### src/rtl/reg_file_mp.sv
// Multi-port register file with registered, write-first reads and a sequential
// clear engine that zeroes one entry per cycle after reset or on request.
module reg_file_mp #(
    parameter int WIDTH    = 32,
    parameter int DEPTH    = 32,
    parameter int AW       = $clog2(DEPTH),
    parameter int NRD      = 2,
    parameter int NWR      = 2,
    parameter int ZERO_REG = 1
) (
    input  logic                 clk,
    input  logic                 rst,
    input  logic [NRD*AW-1:0]    i_rd_addr,
    output logic [NRD*WIDTH-1:0] o_rd_data,
    input  logic [NWR-1:0]       i_wr_en,
    input  logic [NWR*AW-1:0]    i_wr_addr,
    input  logic [NWR*WIDTH-1:0] i_wr_data,
    input  logic                 i_clear_req,
    output logic                 o_busy
);

    typedef enum logic {S_CLEAR, S_IDLE} state_t;

    localparam logic [AW-1:0] LAST_ENTRY = AW'(DEPTH - 1);

    state_t                 r_state;
    logic [AW-1:0]          r_clr_ptr;
    logic                   r_busy;
    logic [NRD*WIDTH-1:0]   r_rd_data;
    logic [WIDTH-1:0]       r_mem [DEPTH];

    logic [AW-1:0]          w_rd_addr [NRD];
    logic [AW-1:0]          w_wr_addr [NWR];
    logic [WIDTH-1:0]       w_wr_data [NWR];
    logic [NWR-1:0]         w_wr_ok;
    logic [WIDTH-1:0]       w_rd_next [NRD];

    for (genvar k = 0; k < NRD; k++) begin : g_rd_unpack
        assign w_rd_addr[k] = i_rd_addr[k*AW +: AW];
    end

    for (genvar j = 0; j < NWR; j++) begin : g_wr_unpack
        assign w_wr_addr[j] = i_wr_addr[j*AW +: AW];
        assign w_wr_data[j] = i_wr_data[j*WIDTH +: WIDTH];
        assign w_wr_ok[j]   = i_wr_en[j] && !(ZERO_REG != 0 && w_wr_addr[j] == '0);
    end

    // Later ports overwrite earlier ones, so the highest-index matching writer wins.
    always_comb begin
        for (int k = 0; k < NRD; k++) begin
            w_rd_next[k] = r_mem[w_rd_addr[k]];
            for (int j = 0; j < NWR; j++) begin
                if (i_wr_en[j] && w_wr_addr[j] == w_rd_addr[k]) begin
                    w_rd_next[k] = w_wr_data[j];
                end
            end
            if (ZERO_REG != 0 && w_rd_addr[k] == '0) begin
                w_rd_next[k] = '0;
            end
        end
    end

    // The array has no reset of its own; the clear engine owns its initial contents.
    always_ff @(posedge clk) begin
        if (r_state == S_CLEAR) begin
            r_mem[r_clr_ptr] <= '0;
        end else begin
            for (int j = 0; j < NWR; j++) begin
                if (w_wr_ok[j]) begin
                    r_mem[w_wr_addr[j]] <= w_wr_data[j];
                end
            end
        end
    end

    always_ff @(posedge clk or posedge rst) begin
        if (rst) begin
            r_state   <= S_CLEAR;
            r_clr_ptr <= '0;
            r_busy    <= 1'b1;
            r_rd_data <= '0;
        end else begin
            case (r_state)
                S_CLEAR: begin
                    r_rd_data <= '0;
                    r_clr_ptr <= r_clr_ptr + AW'(1);
                    if (r_clr_ptr == LAST_ENTRY) begin
                        r_state <= S_IDLE;
                        r_busy  <= 1'b0;
                    end
                end
                S_IDLE: begin
                    for (int k = 0; k < NRD; k++) begin
                        r_rd_data[k*WIDTH +: WIDTH] <= w_rd_next[k];
                    end
                    if (i_clear_req) begin
                        r_state   <= S_CLEAR;
                        r_clr_ptr <= '0;
                        r_busy    <= 1'b1;
                    end
                end
                default: r_state <= S_CLEAR;
            endcase
        end
    end

    assign o_rd_data = r_rd_data;
    assign o_busy    = r_busy;

endmodule

### config.mk
export PLATFORM = sky130hd
export DESIGN_NAME = reg_file_mp
export DESIGN_NICKNAME = d
export VERILOG_FILES = /design/src/rtl/reg_file_mp.sv
export SDC_FILE = /design/constraint.sdc
export NUM_CORES = 2
export LEC_CHECK = 0
export CORE_ASPECT_RATIO = 1.2
export CORE_MARGIN = 2
export CORE_UTILIZATION = 40
export DETAILED_ROUTE_END_ITERATION = 6
export PLACE_DENSITY = 0.67
export SLEW_MARGIN = 30
export SYNTH_ARGS = -nofsm -noshare
export SYNTH_HDL_FRONTEND = slang
export SYNTH_SLANG_ARGS = --single-unit
### constraint.sdc
create_clock -name clk -period 4.6 [get_ports clk]
set_input_delay 1.38 -clock clk [delete_from_list [all_inputs] [get_ports clk]]
set_output_delay 1.38 -clock clk [all_outputs]
set_load 0.005 [all_outputs]
==> flow_metrics.env <==
export IMPL_gp_congestion=0.927
export IMPL_chipHeight_um=434
export IMPL_hold_viol=0
export IMPL_synthesis_area_um2=61700
export IMPL_fillerInstances=13386
export IMPL_leakagePower_uw=0.0231
export IMPL_hold_path_class="flop to flop"
export IMPL_start_kind="input pin"
export IMPL_route_detailed_drc=12
export IMPL_cts_sinks=1095
export IMPL_required_ps=4990
export IMPL_clk_pin_slew_ps=60
export IMPL_setup_viol=0
export IMPL_r2r_slack_ps=1620
export IMPL_clock_latency_ps=760
export IMPL_synth_flop_cell="edfxtp_1"
export IMPL_viasPerCell=6.61
export IMPL_cts_buffers=115
export IMPL_cp_arrival_ps=3970
export IMPL_setup_tns_ps=0
export IMPL_synth_seq_cells=1095
export IMPL_synth_edff_count=1024
export IMPL_ir_drop_mv=0.325
export IMPL_h_tree_depth=3
export IMPL_post_cts_buffers=0
export IMPL_power_uw=27800
export IMPL_synth_top_area_cell="edfxtp_1"
export IMPL_whs_ps=514
export IMPL_relSlewSlack_pct=31.2
export IMPL_grtUsageTotal_pct=28.1
export IMPL_io_pins=154
export IMPL_power_density_nw_per_um2=396
export IMPL_grt_pass1_vias=45068
export IMPL_final_nets=5086
export IMPL_drtIter0Drc=7036
export IMPL_layout_drive_gt1_share_pct=21.6
export IMPL_status="finished with violations"
export IMPL_fin_skew_ps=30.1
export IMPL_clockRootBuffer="clkbuf_16"
export IMPL_syn_avg_cell_area_um2=12.2
export IMPL_final_antenna_net_count=0
export IMPL_crit_type="input pin to flop"
export IMPL_drv_cap=0
export IMPL_area_delta_synth_final_pct=13.8
export IMPL_rsz0062_at_grt="false"
export IMPL_synth_fp_nets=5167
export IMPL_clock_path_buffers=3
export IMPL_dieArea_um2=157000
export IMPL_core_area_um2=153000
export IMPL_hold_buffers=0
export IMPL_ctsResizeCount=0
export IMPL_fin_area_um2=70200
export IMPL_synthTopCellsByArea="edfxtp_1 50%, mux4_2 16%, nand2_1 6.9%"
export IMPL_post_route_period_util_pct=77.9
export IMPL_drt_wirelength_per_cell_um=31.7
export IMPL_cts_tree="built"
export IMPL_async_flop_share_pct=6.48
export IMPL_drv_slew=0
export IMPL_vias=46791
export IMPL_antenna_found_initial=7
export IMPL_die_x_um=363
export IMPL_globalRouteOverflowTotal=0
export IMPL_wl_mm=224
export IMPL_port_buffers=153
export IMPL_violations="DRC"
export IMPL_crit_fanout=17
export IMPL_fin_crit_ps=3580
export IMPL_initial_utilization_pct=40.4
export IMPL_grt_max_degree=65
export IMPL_synth_top_area_share_pct=49.8
export IMPL_synth_distinct_cells=62
export IMPL_utilization_pct=46.0
export IMPL_place_area_um2=66500
export IMPL_grt_pass1_wl_mm=319
export IMPL_yosys_warnings=0
export IMPL_ys_seq_area_share_pct=52.7
export IMPL_post_dp_hpwl_mm=145
export IMPL_drtPass1Iterations=7
export IMPL_worstMarginPinSlew_ps=1020
export IMPL_placementRows=157
export IMPL_max_freq_mhz=279
export IMPL_cp_end_kind="flop"
export IMPL_synth_cells=5076
## metal layers
metal | up-vias | GRT usage, % | part of all wire, %
met2 | 3744 | 44.1 | 46
met3 | 814 | 6.47 | 13
met5 | - | 0 | 0.0098
met1 | 23001 | 34.6 | 34
li1 | 19228 | - | -
met4 | 4 | 18.9 | 7.6
## per-stage QoR
stage / std cells / setup WS, ps
finish: 7081 / 1020
CTS: 7078 / 1120
floorplan: 5076 / 2.76
global placement: 6864 / 232
global route: 7078 / 900
detailed placement: 6865 / 334
## state kept, by name (all words and copies together), names as in the netlist
register,count
o_busy,1
o_rd_data,64
r_clr_ptr,5
r_mem,1024
r_state,1
## cell families after synthesis
family | count (synthesis) | share of synthesized area [%]
adder cells (fa/ha/maj) | 2 | 0.0405
XOR/XNOR | 22 | 0.312
AO/OA/AOI/OAI | 1393 | 12.6
buffers and inverters | 692 | 5.32
multiplexers | 612 | 20.7
AND/OR/NAND/NOR | 1260 | 8.35
flip-flops | 1095 | 52.7
## final timing paths
check                                   start                       end  cells after the start
setup reg to reg            r_state$_DFF_PP0_    r_mem[23][4]$_DFFE_PP_                      7
min in group asynchronous                 rst  r_clr_ptr[1]$_DFFE_PP0P_                      2
hold reg to reg            o_busy$_DFFE_PP1P_        o_busy$_DFFE_PP1P_                      2
max in group asynchronous                 rst   o_rd_data[56]$_DFF_PP0_                      3
hold / removal             o_busy$_DFFE_PP1P_        o_busy$_DFFE_PP1P_                      2
setup / recovery                 i_wr_addr[3]    r_mem[23][4]$_DFFE_PP_                      7
## synth_stat cells, types with 30 or more instances
master / n
clkbuf_1: 394
nand2_1: 1141
inv_1: 37
dfrtp_1: 70
a21oi_1: 35
mux2i_1: 98
o22ai_1: 147
mux4_1: 59
edfxtp_1: 1024
or4_4: 30
mux4_2: 452
o221ai_2: 31
o21ai_0: 551
buf_2: 156
a22oi_1: 64
o21ai_1: 510
a211oi_1: 32
## critical path, stage by stage
cell	delay, ps
clkdlybuf4s50_1	710
nor3_1	150
a21oi_4	360
mux2i_1	390
nand2_1	330
o22ai_4	230
buf_4	410
## where the power goes
group          internal [uW]  total, uW  switching [uW]
registers              12300      12800             551
clock network           5260       9450            4190
logic                   2140       5540            3400
## layout by cell type, fill, tap and decap left out, types with 18 or more instances in the layout
cell type,Yosys,layout
dfrtp_1,70,70
xor2_1,18,18
mux4_1,59,59
o21ai_0,551,551
o21ai_1,510,510
edfxtp_1,1024,1024
a21oi_1,35,33
o22ai_1,147,132
clkdlybuf4s50_1,0,133
or4_4,30,30
mux4_2,452,452
a211oi_1,32,32
a22oi_1,64,64
buf_4,12,225
inv_1,37,36
clkinv_2,0,20
clkbuf_16,0,118
nand2_1,1141,1139
o221ai_2,31,31
clkinv_1,0,24
mux2i_1,98,98
buf_12,13,78
## area by class of cell
type                       count  area [um2]  area share [%]
timing repair buffer         456        4750            6.76
tap                         1987        2490            3.54
clock inverter                78         726            1.03
multi-input combinational   3289       26600            37.8
clock buffer                 135        3020            4.30
antenna                        3        7.51          0.0107
inverter                      38         146           0.208
sequential                  1095       32500            46.3
Note: power is estimated with default switching activity, not from simulation.
